===== config.mk =====
export PLATFORM = sky130hd
export DESIGN_NAME = fp_sqr_seq
export DESIGN_NICKNAME = d
export VERILOG_FILES = /design/src/rtl/fp_pkg.sv /design/src/rtl/fp_seq_wdog.sv /design/src/rtl/fp_sqr_seq.sv
export SDC_FILE = /design/constraint.sdc
export NUM_CORES = 1
export LEC_CHECK = 0
export BUFFER_PORTS_ARGS = -buffer_cell sky130_fd_sc_hd__buf_2
export CAP_MARGIN = 20
export CORE_UTILIZATION = 50
export CTS_BUF_LIST = sky130_fd_sc_hd__clkbuf_4 sky130_fd_sc_hd__clkbuf_8 sky130_fd_sc_hd__clkbuf_16
export DETAILED_ROUTE_END_ITERATION = 12
export PLACE_DENSITY = 0.92
export SLEW_MARGIN = 20
export SYNTH_ARGS = -nofsm -noshare
export SYNTH_HDL_FRONTEND = slang
export SYNTH_SLANG_ARGS = --single-unit

===== constraint.sdc =====
create_clock -name clk -period 5.65 [get_ports clk]
set_input_delay 0.565 -clock clk [delete_from_list [all_inputs] [get_ports clk]]
set_output_delay 0.565 -clock clk [all_outputs]
set_load 0.02 [all_outputs]

===== src/rtl/fp_pkg.sv =====
// Shared encodings for the floating-point square-root sequencer: rounding modes,
// flag bit positions, the canonical quiet NaN and the sequencer state type.
package fp_pkg;

  localparam logic [2:0] RM_RNE = 3'b000;
  localparam logic [2:0] RM_RTZ = 3'b001;
  localparam logic [2:0] RM_RDN = 3'b010;
  localparam logic [2:0] RM_RUP = 3'b011;
  localparam logic [2:0] RM_RMM = 3'b100;

  // Flag word layout is {inv, ov, un, nx}.
  localparam int FLAG_INV = 3;
  localparam int FLAG_OV  = 2;
  localparam int FLAG_UN  = 1;
  localparam int FLAG_NX  = 0;

  localparam logic [31:0] FP_QNAN = 32'h7FC0_0000;

  typedef enum logic [1:0] {
    ST_IDLE,
    ST_ISSUE,
    ST_WAIT,
    ST_RESP
  } seq_state_e;

  function automatic logic [3:0] flag_mask(input int idx);
    return 4'(1) << idx;
  endfunction

endpackage


===== src/rtl/fp_seq_wdog.sv =====
// Wait-cycle counter: clears on clr_i, counts on en_i, saturates at MAX.
// Single-cycle update; expired_o is high while the count sits at MAX.
module fp_seq_wdog #(
  parameter int MAX = 64,
  parameter int CW  = $clog2(MAX + 1)
) (
  input  logic          clk,
  input  logic          rst,
  input  logic          clr_i,
  input  logic          en_i,
  output logic [CW-1:0] cnt_o,
  output logic          expired_o
);

  logic [CW-1:0] cnt_q;
  logic [CW-1:0] cnt_d;

  always_comb begin
    cnt_d = cnt_q;
    if (clr_i) begin
      cnt_d = '0;
    end else if (en_i && (cnt_q != CW'(MAX))) begin
      cnt_d = cnt_q + CW'(1);
    end
  end

  always_ff @(posedge clk or negedge rst) begin
    if (!rst) begin
      cnt_q <= '0;
    end else begin
      cnt_q <= cnt_d;
    end
  end

  assign cnt_o     = cnt_q;
  assign expired_o = (cnt_q == CW'(MAX));

endmodule


===== src/rtl/fp_sqr_seq.sv =====
// Request/response sequencer around a multi-cycle sqrt core; minimum latency DONE_SKIP+2,
// one operation in flight, response held until consumed. FP_SQR_SEQ_TIMEOUT_EN enables the watchdog.
module fp_sqr_seq
  import fp_pkg::*;
#(
  parameter int W         = 32,
  parameter int DONE_SKIP = 2,
  parameter int TIMEOUT   = 64
) (
  input  logic         clk,
  input  logic         rst,
  input  logic         req_valid,
  output logic         req_ready,
  input  logic [W-1:0] req_op,
  input  logic [2:0]   req_rm,
  output logic         rsp_valid,
  input  logic         rsp_ready,
  output logic [W-1:0] rsp_data,
  output logic [3:0]   rsp_flags,
  output logic         rsp_timeout,
  output logic [3:0]   flags_sticky,
  input  logic         flags_clr,
  output logic         busy,
  output logic [W-1:0] core_in1,
  output logic [2:0]   core_rm,
  output logic         core_act,
  input  logic [W-1:0] core_out,
  input  logic [3:0]   core_flags,
  input  logic         core_done
);

  localparam int CW = $clog2(TIMEOUT + 1);

  seq_state_e    state_q, state_d;
  logic [W-1:0]  core_in1_q;
  logic [2:0]    core_rm_q;
  logic [W-1:0]  rsp_data_q;
  logic [3:0]    rsp_flags_q;
  logic [3:0]    flags_sticky_q, flags_sticky_d;

  logic          capture;
  logic [W-1:0]  cap_data;
  logic [3:0]    cap_flags;
  logic          accept;

  logic [CW-1:0] wd_cnt;
  logic          wd_expired;

  fp_seq_wdog #(
    .MAX (TIMEOUT),
    .CW  (CW)
  ) u_wdog (
    .clk       (clk),
    .rst       (rst),
    .clr_i     (state_q == ST_ISSUE),
    .en_i      ((state_q == ST_WAIT) && !wd_expired),
    .cnt_o     (wd_cnt),
    .expired_o (wd_expired)
  );

  assign accept = (state_q == ST_IDLE) && req_valid;

`ifdef FP_SQR_SEQ_TIMEOUT_EN
  logic cap_timeout;
  logic rsp_timeout_q;
`endif

  always_comb begin
    state_d   = state_q;
    capture   = 1'b0;
    cap_data  = core_out;
    cap_flags = core_flags;
`ifdef FP_SQR_SEQ_TIMEOUT_EN
    cap_timeout = 1'b0;
`endif
    case (state_q)
      ST_IDLE:  if (req_valid) state_d = ST_ISSUE;
      ST_ISSUE: state_d = ST_WAIT;
      ST_WAIT: begin
        // Early done pulses belong to the previous operand and are ignored.
        if ((wd_cnt >= CW'(DONE_SKIP)) && core_done) begin
          capture = 1'b1;
          state_d = ST_RESP;
        end
`ifdef FP_SQR_SEQ_TIMEOUT_EN
        else if (wd_expired) begin
          capture     = 1'b1;
          cap_data    = W'(FP_QNAN);
          cap_flags   = flag_mask(FLAG_INV);
          cap_timeout = 1'b1;
          state_d     = ST_RESP;
        end
`endif
      end
      ST_RESP:  if (rsp_ready) state_d = ST_IDLE;
      default:  state_d = ST_IDLE;
    endcase
  end

  // A clear in the capture cycle must not drop the flags being captured.
  assign flags_sticky_d = (flags_clr ? 4'b0000 : flags_sticky_q) | (capture ? cap_flags : 4'b0000);

  always_ff @(posedge clk or negedge rst) begin
    if (!rst) begin
      state_q        <= ST_IDLE;
      core_in1_q     <= '0;
      core_rm_q      <= '0;
      rsp_data_q     <= '0;
      rsp_flags_q    <= '0;
      flags_sticky_q <= '0;
    end else begin
      state_q        <= state_d;
      flags_sticky_q <= flags_sticky_d;
      if (accept) begin
        core_in1_q <= req_op;
        core_rm_q  <= req_rm;
      end
      if (capture) begin
        rsp_data_q  <= cap_data;
        rsp_flags_q <= cap_flags;
      end
    end
  end

`ifdef FP_SQR_SEQ_TIMEOUT_EN
  always_ff @(posedge clk or negedge rst) begin
    if (!rst) begin
      rsp_timeout_q <= 1'b0;
    end else if (capture) begin
      rsp_timeout_q <= cap_timeout;
    end
  end
  assign rsp_timeout = rsp_timeout_q;
`else
  assign rsp_timeout = 1'b0;
`endif

  assign req_ready    = (state_q == ST_IDLE);
  assign busy         = (state_q != ST_IDLE);
  assign rsp_valid    = (state_q == ST_RESP);
  assign core_act     = (state_q == ST_ISSUE);
  assign core_in1     = core_in1_q;
  assign core_rm      = core_rm_q;
  assign rsp_data     = rsp_data_q;
  assign rsp_flags    = rsp_flags_q;
  assign flags_sticky = flags_sticky_q;

endmodule


# After elaboration in Yosys (flattened, before gate mapping)
# Cells that the tools add are included.
dict set report op_classes {
  addsub 1
  bitwise_logic 1
  mux 10
  eq_ne 8
  n_lt_le_gt_ge 1
  reduce_logical 9
}
# operator n
set ops {}
lappend ops {{$mux W7} 2}
lappend ops {{$mux W4} 2}
lappend ops {{$pmux W2 S4} 1}
lappend ops {{$add A7 B1 Y7 const B} 1}
lappend ops {{$eq A7 B7 Y1 const B} 1}
lappend ops {{$ge A7 B2 Y1 const B} 1}
lappend ops {{$ne A7 B7 Y1 const B} 1}
lappend ops {{$mux W2} 3}
lappend ops {{$eq A2 B2 Y1 const B} 2}
lappend ops {{$logic_and A1 B1 Y1} 4}
lappend ops {{$ne A2 B1 Y1 const B} 2}
lappend ops {{$or A4 B4 Y4} 1}
lappend ops {{$reduce_bool A2 Y1} 2}
lappend ops {{$reduce_and A3 Y1} 1}
lappend ops {{$eq A2 B1 Y1 const B} 1}
lappend ops {{$logic_not A2 Y1} 1}
lappend ops {{$mux W1} 2}
lappend ops {{$ne A2 B2 Y1 const B} 1}
lappend ops {{$logic_not A1 Y1} 1}
dict set report word_totals {
  input_bits 77
  register_bits 84
  word_cells 37
  out_inout_bits 80
}

# Depth between registers and ports, before layout
dict set report depth {
  ltp_word 6
  mapped_depth 7
  mapped_depth_nobuf 6
}

# Modules after synthesis
# From an unflattened synthesis, not the netlist that was laid out.
dict set report hier_totals {
  cells_unflattened 227
  hier_area_um2 3550.9
}
# mod seq_area_each_um2 instances area_each_um2 cells_per_inst
set by_module_without_submodules {}
lappend by_module_without_submodules {fp_sqr_seq 1926.8 1 3113.0 181}
lappend by_module_without_submodules {fp_seq_wdog 175.2 1 437.9 46}

# Worst setup path after synthesis
# No wires, ideal clock.
dict set report synth_path {
  path_type {register -> register}
  from {register state_q[0]}
  to {register core_in1_q[10] (netlist: core_in1[10])}
  required_ns 5.525
  path_buffers 1
  t_arrival_ns 1.678
  path_slack_ns 3.848
  setup_time_ns 0.125
  path_stages_with_launch 6
  period_less_slack_ns 1.802
  cell_sequence {dfrtp_1 > inv_1 > ha_1 > nand2_1 > clkbuf_1 > mux2_2}
}
dict set report synth_between {
  elab_chain_cells 2
}
# element line
set synth_lines {}
lappend synth_lines {{from (decl)} fp_sqr_seq.sv:34} ;# seq_state_e state_q, state_d;
lappend synth_lines {{from (signal assigned)} fp_sqr_seq.sv:112} ;# state_q <= state_d;
lappend synth_lines {{$logic_not A2 Y1} n/a}
lappend synth_lines {{named net req_ready} fp_sqr_seq.sv:13} ;# output logic req_ready,
lappend synth_lines {{$logic_and A1 B1 Y1} fp_sqr_seq.sv:61} ;# assign accept = (state_q == ST_IDLE) && req_valid;
lappend synth_lines {{to (signal assigned)} fp_sqr_seq.sv:115} ;# core_in1_q <= req_op;
lappend synth_lines {{to (decl)} fp_sqr_seq.sv:35} ;# logic [W-1:0] core_in1_q;
# The timed path passes the listed nets, and every way through them passes these cells.
# A chain may end at the register's enable or synchronous reset.

# Worst setup path in the final report
dict set report layout_path {
  from {register state_q[0]}
  to {register rsp_data_q[30] (netlist: rsp_data[30])}
}
dict set report layout_between {
  elab_chain_cells 2
}
# element line
set layout_lines {}
lappend layout_lines {{$eq A2 B2 Y1} fp_sqr_seq.sv:76} ;# case (state_q)
lappend layout_lines {{$mux W1} fp_sqr_seq.sv:76}
lappend layout_lines {{to (signal assigned)} fp_sqr_seq.sv:119} ;# rsp_data_q <= cap_data;
lappend layout_lines {{to (decl)} fp_sqr_seq.sv:37} ;# logic [W-1:0] rsp_data_q;
# Every way passes these cells.

==> impl_table.tex <==
\begin{tabular}{lr}
\hline
Metric & Value \\
\hline
\multicolumn{2}{l}{\textbf{Synth}} \\
\quad Post-Syn Nets & around 300 \\
\quad Arithmetic-cell share of the synthesized area counting full adders, half adders and majority gates & about 2.6\% \\
\quad Synth Area in Simple Gates & roughly 3.3\% \\
\quad Area share of xor/xnor cells in the synthesized design & 0.7824\% \\
\quad Per-instance average area after synthesis & approximately 15 sq um \\
\quad Count of distinct cell types in the synthesized netlist & 28 \\
\quad Number of cells produced by synthesis & about 220 \\
\quad Post-synthesis sequential element count & 84 \\
\quad Register area share after synthesis & a little over three fifths \\
\quad Main combinational cell family by area after synthesis & multiplexers \\
\quad Warnings from Yosys & 0 \\
\quad Mux contribution to synthesized area & $\sim$25\% \\
\quad Compound-Gate Fraction of Synth Area & 3.018\% \\
\quad Mapped Area & between 0.003 and 0.004 sq mm \\
\multicolumn{2}{l}{\textbf{Finish}} \\
\quad Antenna diode count & 0 \\
\quad Net count, final & 460 \\
\quad Post-synthesis to final-layout area growth & 31.86\% \\
\quad Fill count & 454 \\
\quad Fraction of final layout cells sized beyond drive strength 1 & about two thirds \\
\multicolumn{2}{l}{\textbf{Place}} \\
\quad Worst setup slack after placement & 3.285 ns \\
\quad GPL Wtd Cong & approximately 0.73 \\
\quad Post-detail-place hpwl & between 4 and 5 mm \\
\quad Port-buffer cells & about 160 \\
\multicolumn{2}{l}{\textbf{Pwr}} \\
\quad Leak Pwr & $\sim$0.0022 uW \\
\quad Pwr per Cell Area & about 630 mW/mm\^{}2 \\
\quad Peak supply drop & roughly 0.35 mV \\
\quad Final Total Pwr & around 2800 uW \\
\multicolumn{2}{l}{\textbf{Timing}} \\
\quad Number of pins exceeding their max-slew limit in the final report & 0 \\
\quad Total negative setup slack & 0 ns \\
\quad RSZ-0062 raised after global routing & no \\
\quad Final setup skew & $\sim$0.012 ns \\
\quad Max-slew headroom at the worst pin & a little under a third \\
\quad Pin slew with the least headroom to its limit & roughly 1.0 ns \\
\quad Post-route minimum period & between 2 and 2.5 ns \\
\quad Fin crit share & roughly two fifths \\
\quad Highest Clock Rate & approximately 0.43 GHz \\
\quad Setup slack after layout & around 3.3 ns \\
\quad Final number of hold-violating endpoints & 0 \\
\quad Setup violations, final & 0 \\
\multicolumn{2}{l}{\textbf{Die}} \\
\quad Floorplan die area & approximately 0.0070 sq mm \\
\quad Core area & about 0.0064 sq mm \\
\quad I/O pin count & $\sim$160 \\
\quad Initial Utilization & between 50\% and 60\% \\
\quad Placement row count & 29 \\
\quad Die outline width & around 84 um \\
\quad Chip height & between 80 and 90 um \\
\multicolumn{2}{l}{\textbf{Clock tree}} \\
\quad Number of levels in the clock H-tree & 3 \\
\quad Hold bufs inserted after CTS & 0 \\
\quad Post-cts repair resize count & 0 \\
\quad Root Buffer & sky130\_fd\_sc\_hd\_\_clkbuf\_8 \\
\quad Clock tree from TritonCTS & built \\
\quad Clock latency reported for the late side of the worst-skew pair & around 0.35 ns \\
\quad Clock Path Buffers & 2 \\
\quad Post-CTS setup buffer count & 0 \\
\quad Worst-path clk slew & roughly 0.080 ns \\
\quad Clock buffer count from CTS & 9 \\
\quad Sinks on Clock Net & 84 \\
\multicolumn{2}{l}{\textbf{Detailed routing}} \\
\quad Total wire length after detailed routing & around 6.7 mm \\
\quad Number of design-rule violations left by the first detailed-router iteration & just under 90 \\
\quad Number of vias per cell after detailed routing & 5.092 \\
\quad DRC errors left & 29 \\
\quad Routed wire per std cell & about 15 um \\
\quad Number of vias in the routed layout & $\sim$2300 \\
\quad DRT Pass-1 Iters & 8 \\
\quad Detail Route Antenna Nets & 0 \\
\multicolumn{2}{l}{\textbf{Global routing}} \\
\quad Antenna violations before repair & 0 \\
\quad Total Routing Usage GR & between 20\% and 30\% \\
\quad Largest net degree at the start of global routing & 85 \\
\quad Global-route wire length before repair & 11.10 mm \\
\quad Overflow after GRT & 0 \\
\quad Vias in the first global route & roughly 2500 \\
\multicolumn{2}{l}{\textbf{Critical path}} \\
\quad Max Fanout on Critical Path & 40 \\
\quad Capture instance of the worst register-to-register path & rsp\_data[30] \\
\quad Cell depth of the worst flop-to-flop path & 5 \\
\quad Launch instance of the worst register-to-register path & state\_q[0] \\
\quad Crit path DAT & 2.58 ns \\
\quad Crit end category & register \\
\quad Type of the setup path with the least slack & reg -> reg \\
\quad Register-to-register path setup slack & roughly 3.3 ns \\
\quad Startpoint kind of the worst setup timing path & register \\
\quad Required time of the worst setup path & a little under 6 ns \\
\multicolumn{2}{l}{\textbf{Min path}} \\
\quad Path category of the worst min-delay check & in -> async \\
\multicolumn{2}{l}{\textbf{Flow run}} \\
\quad Max-capacitance violation count & 0 \\
\multicolumn{2}{l}{\textbf{Outcome}} \\
\quad Violations in the final reports & design-rule violations \\
\quad Status & finished with violations \\
\hline
\end{tabular}
cells in the final DEF (no fill, tap or decap), drive strengths merged:
cell	Yosys	final
o32a	1	1
o22ai	1	1
clkinvlp	0	1
clkbuf	4	9
a211oi	1	1
nor2b	1	1
conb	1	1
ha	7	7
clkinv	0	1
a22o	4	4
mux2i	1	1
inv	8	10
bufinv	0	3
mux2	72	72
o21ai	3	3
xor2	2	2
buf	5	156
dfrtp	84	84
nor2	6	6
or4	1	1
or3	2	2
nor4	1	1
nand2	6	6
a21oi	3	3
nand4	2	2
o2111a	1	1
xnor2	1	1
cell type report:
class | count | area [sq um] | share of cell area [%]
Clock buffer | 9 | 123.9 | 2.797
Clock inverter | 7 | 122.6 | 2.769
Inverter | 8 | 30.03 | 0.6782
Multi-Input combinational cell | 117 | 1164 | 26.28
Sequential cell | 84 | 2102 | 47.47
Tap cell | 77 | 96.34 | 2.176
Timing Repair Buffer | 156 | 789.5 | 17.83
logic make-up (layout without fill, tap and decap cells):
group	count (synthesis)	count (layout)
other	1	1
AO/OA/AOI/OAI	14	14
XOR/XNOR	3	3
AND/OR/NAND/NOR	19	19
multiplexers	73	73
flip-flops	84	84
buffers and inverters	17	180
adder cells (fa/ha/maj)	7	7
sequential cells by signal, indices dropped and copies added, names as in the netlist:
signal	count
core_in1	32
rsp_data	32
u_wdog.cnt_o	7
flags_sticky	4
rsp_flags	4
core_rm	3
state_q	2
where the power goes:
part | total (uW) | switching, uW | leakage, uW | internal, uW
combinational | 1230 | 691 | 0.00110 | 537
clock | 515 | 217 | 0.000122 | 297
sequential | 1030 | 146 | 0.00102 | 886
total | 2770 | 1050 | 0.00224 | 1720
critical path: stages, from the launching register on:
cell	delay, ns
sky130_fd_sc_hd__dfrtp_1	0.42
sky130_fd_sc_hd__inv_1	0.10
sky130_fd_sc_hd__ha_1	0.32
sky130_fd_sc_hd__nand2_1	0.14
sky130_fd_sc_hd__nor2_4	0.80
sky130_fd_sc_hd__mux2_2	0.43
worst max-delay path by stage:
stage / start / end / slack (ns) / cells past startpoint
detailed placement: state_q[0] / rsp_flags[1] / 3.28 / 5
CTS: state_q[0] / rsp_flags[1] / 3.28 / 5
global placement: state_q[0] / rsp_flags[2] / 3.39 / 5
global route: state_q[0] / rsp_data[30] / 3.12 / 5
finish: state_q[0] / rsp_data[30] / 3.30 / 5
floorplan: state_q[0] / core_in1[10] / 3.85 / 5
per-layer routing:
layer | up-vias | global-route usage, % | share of wire [%] | wire, um
met4 | 0 | 7.680 | 1.3 | 85
met2 | 116 | 35.62 | 49 | 3309
met3 | 8 | 6.726 | 9.1 | 607
met5 | - | 0 | 0 | 0
li1 | 1076 | - | - | -
met1 | 1132 | 23.02 | 40 | 2696
synthesized netlist by cell type (all sizes together):
master,instances,share of area [%]
dfrtp,84,63
mux2,72,24
inv,8,0.89
ha,7,2.6
nand2,6,0.67
nor2,6,0.75
buf,5,1.6
a22o,4,1.1
clkbuf,4,0.45
a21oi,3,0.45
o21ai,3,0.45
nand4,2,0.37
or3,2,0.37
xor2,2,0.52
a211oi,1,0.22
conb,1,0.11
mux2i,1,0.30
nor2b,1,0.19
nor4,1,0.63
o2111a,1,0.34
o22ai,1,0.19
o32a,1,0.30
or4,1,0.34
xnor2,1,0.26
per-stage QoR:
stage	hold slack, ns	instance area [sq um]	instances	utilization (%)
floorplan	0.2694	3358	218	-
global placement	0.4817	4178	442	65.05
detailed placement	0.4869	4178	442	65.05
CTS	0.4210	4424	458	68.89
global route	0.3050	4428	458	68.95
finish	0.2427	4428	458	68.95
Power figures use the tool's default switching activity.
